File: config.mk
export PLATFORM = sky130hd
export DESIGN_NAME = char_buffer_writer
export DESIGN_NICKNAME = d
export VERILOG_FILES = /design/src/rtl/char_buffer_writer.sv
export SDC_FILE = /design/constraint.sdc
export NUM_CORES = 1
export LEC_CHECK = 0
export CORE_UTILIZATION = 54
export DETAILED_ROUTE_END_ITERATION = 6
export DONT_BUFFER_PORTS = 1
export PLACE_DENSITY_LB_ADDON = 0.05
export SLEW_MARGIN = 25
export SYNTH_ARGS = -nofsm -noshare
export SYNTH_HDL_FRONTEND = slang
export SYNTH_SLANG_ARGS = --single-unit
File: constraint.sdc
create_clock -name clk -period 2.9 [get_ports clk]
set_input_delay 0.58 -clock clk [delete_from_list [all_inputs] [get_ports clk]]
set_output_delay 0.58 -clock clk [all_outputs]
set_load 0.05 [all_outputs]
File: src/rtl/char_buffer_writer.sv
// Write side of the text-mode character buffer: clears the buffer after reset,
// writes printable bytes at the cursor, handles CR/LF/BS and scrolls by recycling the top row.
module char_buffer_writer #(
    parameter int ROWS      = 24,
    parameter int COLS      = 80,
    parameter int ROW_BITS  = 5,
    parameter int COL_BITS  = 7,
    parameter int ADDR_BITS = 11
) (
    input  logic                 clk,
    input  logic                 reset,
    input  logic [7:0]           data_in,
    input  logic                 data_in_valid,
    output logic                 data_in_ready,
    output logic [COL_BITS-1:0]  cursor_x,
    output logic [ROW_BITS-1:0]  cursor_y,
    output logic [ADDR_BITS-1:0] first_char,
    output logic [ADDR_BITS-1:0] buf_addr,
    output logic [7:0]           buf_data,
    output logic                 buf_we
);

    localparam int PAST_LAST_ROW = ROWS * COLS;

    typedef enum logic [1:0] {INIT_CLEAR, IDLE, CLEAR_LINE} state_t;

    state_t               state_q, state_d;
    logic [ADDR_BITS-1:0] cnt_q, cnt_d;
    logic [COL_BITS-1:0]  cursor_x_q, cursor_x_d;
    logic [ROW_BITS-1:0]  cursor_y_q, cursor_y_d;
    logic [ADDR_BITS-1:0] first_char_q, first_char_d;
    logic [ADDR_BITS-1:0] line_start_q, line_start_d;
    logic [ADDR_BITS-1:0] buf_addr_q, buf_addr_d;
    logic [7:0]           buf_data_q, buf_data_d;
    logic                 buf_we_q, buf_we_d;
    logic                 ready_q, ready_d;

    // Advance a row-aligned address by one row, wrapping at the end of the buffer.
    function automatic logic [ADDR_BITS-1:0] next_row(input logic [ADDR_BITS-1:0] a);
        logic [ADDR_BITS:0] s;
        s = {1'b0, a} + (ADDR_BITS+1)'(COLS);
        if (s >= (ADDR_BITS+1)'(PAST_LAST_ROW)) begin
            return '0;
        end else begin
            return s[ADDR_BITS-1:0];
        end
    endfunction

    // Next-state and registered-output computation.
    always_comb begin
        state_d      = state_q;
        cnt_d        = cnt_q;
        cursor_x_d   = cursor_x_q;
        cursor_y_d   = cursor_y_q;
        first_char_d = first_char_q;
        line_start_d = line_start_q;
        buf_addr_d   = buf_addr_q;
        buf_data_d   = buf_data_q;
        buf_we_d     = 1'b0;
        ready_d      = ready_q;

        case (state_q)
            INIT_CLEAR: begin
                ready_d    = 1'b0;
                buf_we_d   = 1'b1;
                buf_addr_d = cnt_q;
                buf_data_d = 8'h20;
                if (cnt_q == ADDR_BITS'(PAST_LAST_ROW - 1)) begin
                    state_d = IDLE;
                    cnt_d   = '0;
                end else begin
                    cnt_d = cnt_q + ADDR_BITS'(1);
                end
            end
            IDLE: begin
                ready_d = 1'b1;
                if (data_in_valid && ready_q) begin
                    if (data_in >= 8'h20 && data_in <= 8'h7E) begin
                        buf_we_d   = 1'b1;
                        buf_addr_d = line_start_q + {{(ADDR_BITS-COL_BITS){1'b0}}, cursor_x_q};
                        buf_data_d = data_in;
                        if (cursor_x_q != COL_BITS'(COLS - 1)) begin
                            cursor_x_d = cursor_x_q + COL_BITS'(1);
                        end else begin
                            cursor_x_d = cursor_x_q;
                        end
                    end else if (data_in == 8'h0D) begin
                        cursor_x_d = '0;
                    end else if (data_in == 8'h08) begin
                        if (cursor_x_q != '0) begin
                            cursor_x_d = cursor_x_q - COL_BITS'(1);
                        end else begin
                            cursor_x_d = cursor_x_q;
                        end
                    end else if (data_in == 8'h0A) begin
                        if (cursor_y_q != ROW_BITS'(ROWS - 1)) begin
                            cursor_y_d   = cursor_y_q + ROW_BITS'(1);
                            line_start_d = next_row(line_start_q);
                        end else begin
                            // First clear write issues with the acceptance; the rest follow in CLEAR_LINE.
                            state_d      = CLEAR_LINE;
                            ready_d      = 1'b0;
                            buf_we_d     = 1'b1;
                            buf_addr_d   = first_char_q;
                            buf_data_d   = 8'h20;
                            cnt_d        = ADDR_BITS'(1);
                            line_start_d = first_char_q;
                        end
                    end else begin
                        buf_we_d = 1'b0;
                    end
                end else begin
                    buf_we_d = 1'b0;
                end
            end
            CLEAR_LINE: begin
                ready_d = 1'b0;
                if (cnt_q == ADDR_BITS'(COLS)) begin
                    state_d      = IDLE;
                    ready_d      = 1'b1;
                    cnt_d        = '0;
                    first_char_d = next_row(first_char_q);
                end else begin
                    buf_we_d   = 1'b1;
                    buf_addr_d = first_char_q + cnt_q;
                    buf_data_d = 8'h20;
                    cnt_d      = cnt_q + ADDR_BITS'(1);
                end
            end
            default: begin
                state_d = INIT_CLEAR;
                cnt_d   = '0;
                ready_d = 1'b0;
            end
        endcase
    end

    // State and output registers with synchronous reset.
    always_ff @(posedge clk) begin
        if (reset) begin
            state_q      <= INIT_CLEAR;
            cnt_q        <= '0;
            cursor_x_q   <= '0;
            cursor_y_q   <= '0;
            first_char_q <= '0;
            line_start_q <= '0;
            buf_addr_q   <= '0;
            buf_data_q   <= 8'h20;
            buf_we_q     <= 1'b0;
            ready_q      <= 1'b0;
        end else begin
            state_q      <= state_d;
            cnt_q        <= cnt_d;
            cursor_x_q   <= cursor_x_d;
            cursor_y_q   <= cursor_y_d;
            first_char_q <= first_char_d;
            line_start_q <= line_start_d;
            buf_addr_q   <= buf_addr_d;
            buf_data_q   <= buf_data_d;
            buf_we_q     <= buf_we_d;
            ready_q      <= ready_d;
        end
    end

    assign data_in_ready = ready_q;
    assign cursor_x      = cursor_x_q;
    assign cursor_y      = cursor_y_q;
    assign first_char    = first_char_q;
    assign buf_addr      = buf_addr_q;
    assign buf_data      = buf_data_q;
    assign buf_we        = buf_we_q;

endmodule

Yosys cells after proc, flatten, opt, wreduce, memory -nomap -nowiden
Cells that the tools add are included.

word-level totals
  bits in registers = 68
  input port bits = 11
  output and inout port bits = 44
  word-level logic and storage cells = 120

cells by class
  add/sub/neg operators = 8
  $lt $le $gt $ge = 4
  equality and inequality tests = 23
  muxes and demuxes = 58
  bitwise logic cells = 3
  reductions and logical operators = 14

operator list
  operator                                                             number
  2-to-1 mux 11 bit                                                    18
  case mux 11 bit (3 select lines)                                     2
  2-to-1 mux 8 bit                                                     7
  2-to-1 mux 7 bit                                                     5
  adder 11 x 7 -> 12 bit, second input constant                        2
  equality test 8 x 4 -> 1 bit, second input constant                  3
  greater-or-equal comparator 12 x 11 -> 1 bit, second input constant  2
  case mux 8 bit (3 select lines)                                      1
  != test 2 bit, second input constant                                 9
  2-to-1 mux 2 bit                                                     8
  2-to-1 mux 1 bit                                                     14
  AND reduction 7 bit                                                  2
  != test 3 bit, second input constant                                 4
  AND reduction 6 bit                                                  2
  adder 11 x 1 -> 11 bit, second input constant                        1
  adder 11 bit                                                         1
  adder 11 x 7 -> 11 bit                                               1
  equality test 11 bit, second input constant                          1
  equality test 11 x 7 -> 1 bit, second input constant                 1
  nonzero test 3 bit                                                   3
  greater-or-equal comparator 8 x 6 -> 1 bit, second input constant    1
  <= comparator 8 x 7 -> 1 bit, second input constant                  1
  AND reduction 8 bit                                                  1
  adder 7 x 1 -> 7 bit, second input constant                          1
  other kinds (16)                                                     19

Longest topological paths before layout
  depth after elaboration = 8
  depth in mapped cells = 9
  gate-level depth less buffers = 9

Worst setup path after synthesis
Ideal clock, no wire load.

  kind = input-to-reg
  start = in data_in[7]
  end = reg cursor_x_q[4], in the netlist cursor_x[4]
  library setup time = 91 ps
  arrival = 2,786 ps
  data required time = 2,809 ps
  slack = 24 ps
  stages on the path = 7
  buffers on the path = 1
  path through = or4_1 > clkbuf_2 > or4b_1 > a221o_1 > a211oi_4 > a21oi_1 > a311oi_1

on the way
  word-level cells in the longest chain between the ends = 4
  elaborated cells between the ends (all ways) = 11
  those cells by class = order compare (2); eq/ne (3); mux (2); reduce/logical (4)

ends and longest elaborated chain
  what                                                                                        line  source
  start: declaration                                                                          12    input logic [7:0] data_in,
  greater-or-equal comparator 8 x 6 -> 1 bit or <= comparator 8 x 7 -> 1 bit (tied branches)  78    if (data_in >= 8'h20 && data_in <= 8'h7E) begin
  logical AND 1 bit                                                                           78
  != test 2 x 1 -> 1 bit (no line) or nonzero test 3 bit (tied branches)                      n/a
  AND reduction 5 bit (no line)                                                               n/a
  end signal: assignment                                                                      154   cursor_x_q <= cursor_x_d;
  end: declaration                                                                            29    logic [COL_BITS-1:0] cursor_x_q, cursor_x_d;

Several ways; a longest one is shown, not always the timed one.
A chain may end at the register's enable or synchronous reset.

Worst setup path in the final report
Ends and elaborated chain as after synthesis.

==> results.ini <==
[status]
status = complete, no violations

[floorplanning]
start_util_pct = 57.0
die-area_sq_um = 8180
pin_count = 55
die_x_microns = 90.5
fp.dieH_microns = 90.5
coreArea_sq_um = 7410
row_count = 31

[sta]
finClkSkew_ns = 0.00932
slew-limit-headroom_pct = 52.6
min_period_ns = 2.59
rsz0062_at_grt = false
max_freq_mhz = 386
hold_viol = 0
holdWs_ns = 0.291
fin_crit_sh_pct = 89.3
setup_violations = 0
worst_pin_slew_ns = 0.708
slew_violations = 0

[clock_network]
cts_inserted_buffers = 9
root_buffer = clkbuf_8
clkLatencyLatePin_ns = 0.35
hold_buffers = 0
postCtsSetupBuffers = 0
cts-resized-gates = 0
htreeDepth = 3
tritoncts = built
clockBufferDepth = 2
cts.sinks = 61
path_clk_slew_ns = 0.08

[global_routing]
grt_pass1_vias = 4033
grt_usage_pct = 30.9
grt_pass1_wl_microns = 20200
antenna_found_initial = 0
grt_max_degree = 48
grt.overflow.total = 0

[power_and_ir_drop]
clockPowerShare_pct = 44.6
p_per_area_nw_per_um2 = 369
sw_frac_of_total_pct = 26.2
combPwrFrac_pct = 5.3
power_switching_mw = 0.451
seqPwrFrac_pct = 50.2
total_power_mw = 1.72
p_int_mw = 1.27
ir_worst_vdd_mv = 0.317
p_leak_nw = 1.84

[final_layout]
area_delta_synth_final_pct = 10.3
nNetsFinal = 589
layout-drive-gt1-share_pct = 11.7
diodes = 0
nFillCells = 700

[routing]
vias_per_cell = 6.48
vias = 4242
drt-pass1-iter-count = 5
drt_iter0_markers = 346
wirelength_microns = 12300
wl_per_cell_microns = 18.8
ant_nets = 0
drc_errors = 0

[logic_synthesis]
synth_cell_types = 70
synth.avg_cell_area_sq_um = 7.96
synth-edff-count = 0
netlist_instances = 531
yosysSeqAreaShare_pct = 28.9
synth_warnings = 0
ys_ff_latch = 61
async_reset_ff_share_pct = 0
synth_area_sq_um = 4230
synth_ff_type = dfxtp_1

[place]
portBuffers = 0
hpwl_microns = 8990
gp_congestion = 0.921

[hold_path]
hold_depth = 1
hold_class = in -> reg

[critical_path]
cp.required_ns = 3.15
crit_type = in -> reg
startpoint_type = primary input
cp_max_fo = 8
cp-end-kind = register
worst_ep_arrival_time_ns = 2.84
reg2reg_slack_ns = 0.42
reg2regPathDepth = 7

[job]
maxCapViolations = 0

area by class of cell:
class | instances | area [sq um] | share of cell area, %
tap | 99 | 124 | 2.66
clock inverter | 6 | 63.8 | 1.37
clock buffer | 10 | 128 | 2.74
multi-input combinational | 422 | 2760 | 59.3
sequential | 61 | 1220 | 26.2
inverter | 18 | 67.6 | 1.45
timing repair buffer | 39 | 293 | 6.28
power by group through the flow:
stage,sequential [mW],clock (mW),combinational (mW)
floorplan,0.884,0,0.0827
global placement,0.882,0,0.0872
detailed placement,0.882,0,0.0886
CTS,0.863,0.781,0.0892
global route,0.864,0.808,0.0995
finish,0.863,0.766,0.0911
worst max-delay path, cell delays in order:
cell and delay (ns):
or4_1 0.54, or4b_1 0.48, a221o_1 0.41, a211oi_4 0.43, a21oi_1 0.11, a311oi_1 0.28
path summary, 6_finish.rpt:
| path | start | endpoint |
|---|---|---|
| worst max register to register | cursor_y[1]$_SDFFE_PP0P_ | buf_addr[9]$_SDFFE_PP0P_ |
| worst min register to register | cnt_q[1]$_SDFFE_PP0P_ | cnt_q[1]$_SDFFE_PP0P_ |
| worst min-delay path | reset | buf_data[0]$_SDFFE_PP0P_ |
| worst max-delay path | data_in[7] | cursor_x[4]$_SDFFE_PP0P_ |
stage by stage:
step	setup WS, ns	setup TNS [ns]	instances	util [%]	area, sq um
2_1_floorplan	0.0235	0	535	-	4240
3_3_place_gp	0.0698	0	639	60.3	4470
3_5_place_dp	-0.00788	-0.00788	639	60.3	4470
4_1_cts	0.327	0	655	62.9	4660
5_1_grt	0.225	0	655	62.9	4660
6_report	0.309	0	655	62.9	4660
cell usage in the layout, fill, tap and decap left out, types with 5 or more instances in the layout:
| master | synthesis | layout |
|---|---|---|
| dfxtp_1 | 61 | 61 |
| nor2_1 | 52 | 52 |
| a21oi_1 | 42 | 42 |
| nand2_1 | 39 | 39 |
| buf_4 | 4 | 39 |
| nand3_1 | 34 | 34 |
| o21ai_0 | 28 | 28 |
| ha_1 | 26 | 26 |
| inv_1 | 18 | 18 |
| nor3_1 | 15 | 15 |
| xnor2_1 | 12 | 12 |
| xor2_1 | 12 | 12 |
| a211oi_1 | 12 | 12 |
| a21o_1 | 10 | 10 |
| o41ai_1 | 9 | 9 |
| nand4_1 | 9 | 9 |
| clkbuf_8 | 3 | 9 |
| a31oi_1 | 7 | 7 |
| o31ai_1 | 6 | 6 |
| and3_1 | 6 | 6 |
| a221oi_1 | 6 | 6 |
| nor3b_1 | 5 | 5 |
| nor4_1 | 5 | 5 |
| conb_1 | 1 | 5 |
cell usage after synthesis (all sizes together), types with 4 or more instances:
| master | n | area share (%) |
|---|---|---|
| a211oi | 13 | 2.6 |
| a21o | 11 | 2.0 |
| a21oi | 42 | 5.0 |
| a221oi | 6 | 1.2 |
| a22o | 4 | 0.83 |
| a311oi | 4 | 0.83 |
| a31oi | 7 | 1.0 |
| a32oi | 4 | 0.83 |
| and3 | 8 | 1.2 |
| buf | 6 | 1.2 |
| clkbuf | 28 | 3.2 |
| dfxtp | 61 | 29 |
| ha | 26 | 7.7 |
| inv | 18 | 1.6 |
| nand2 | 39 | 3.5 |
| nand3 | 34 | 4.0 |
| nand4 | 9 | 1.3 |
| nor2 | 52 | 4.6 |
| nor3 | 15 | 1.8 |
| nor3b | 5 | 0.89 |
| nor4 | 5 | 0.74 |
| o21ai | 28 | 3.3 |
| o21bai | 4 | 0.71 |
| o31ai | 6 | 1.1 |
| o41ai | 9 | 1.9 |
| or3 | 4 | 0.62 |
| xnor2 | 12 | 2.5 |
| xor2 | 12 | 2.5 |
routing by layer:
metal | vias to the layer above | global-route usage [%] | wire length [microns]
met2 | 193 | 48.1 | 5420
met4 | 0 | 9.95 | 308
met1 | 1996 | 41.6 | 5520
met3 | 23 | 8.16 | 1040
met5 | - | 0 | 0
li1 | 2030 | - | -
registers in the layout, summed over array words and instances (netlist names):
register       count
buf_addr          11
cnt_q             11
buf_data           8
line_start_q       8
cursor_x           7
first_char         7
cursor_y           5
state_q            2
buf_we             1
data_in_ready      1
logic make-up (layout without fill, tap and decap cells):
family	after synthesis	after routing	share of synthesized area, %
AND/OR/NAND/NOR	195	195	23.4
AO/OA/AOI/OAI	166	166	27.1
flip-flops	61	61	28.9
buffers and inverters	52	73	6.07
adder cells (fa/ha/maj)	27	27	8.17
XOR/XNOR	24	24	4.97
multiplexers	5	5	1.24
other	1	5	0.0888
No activity file was read; power rests on OpenSTA's default activity.
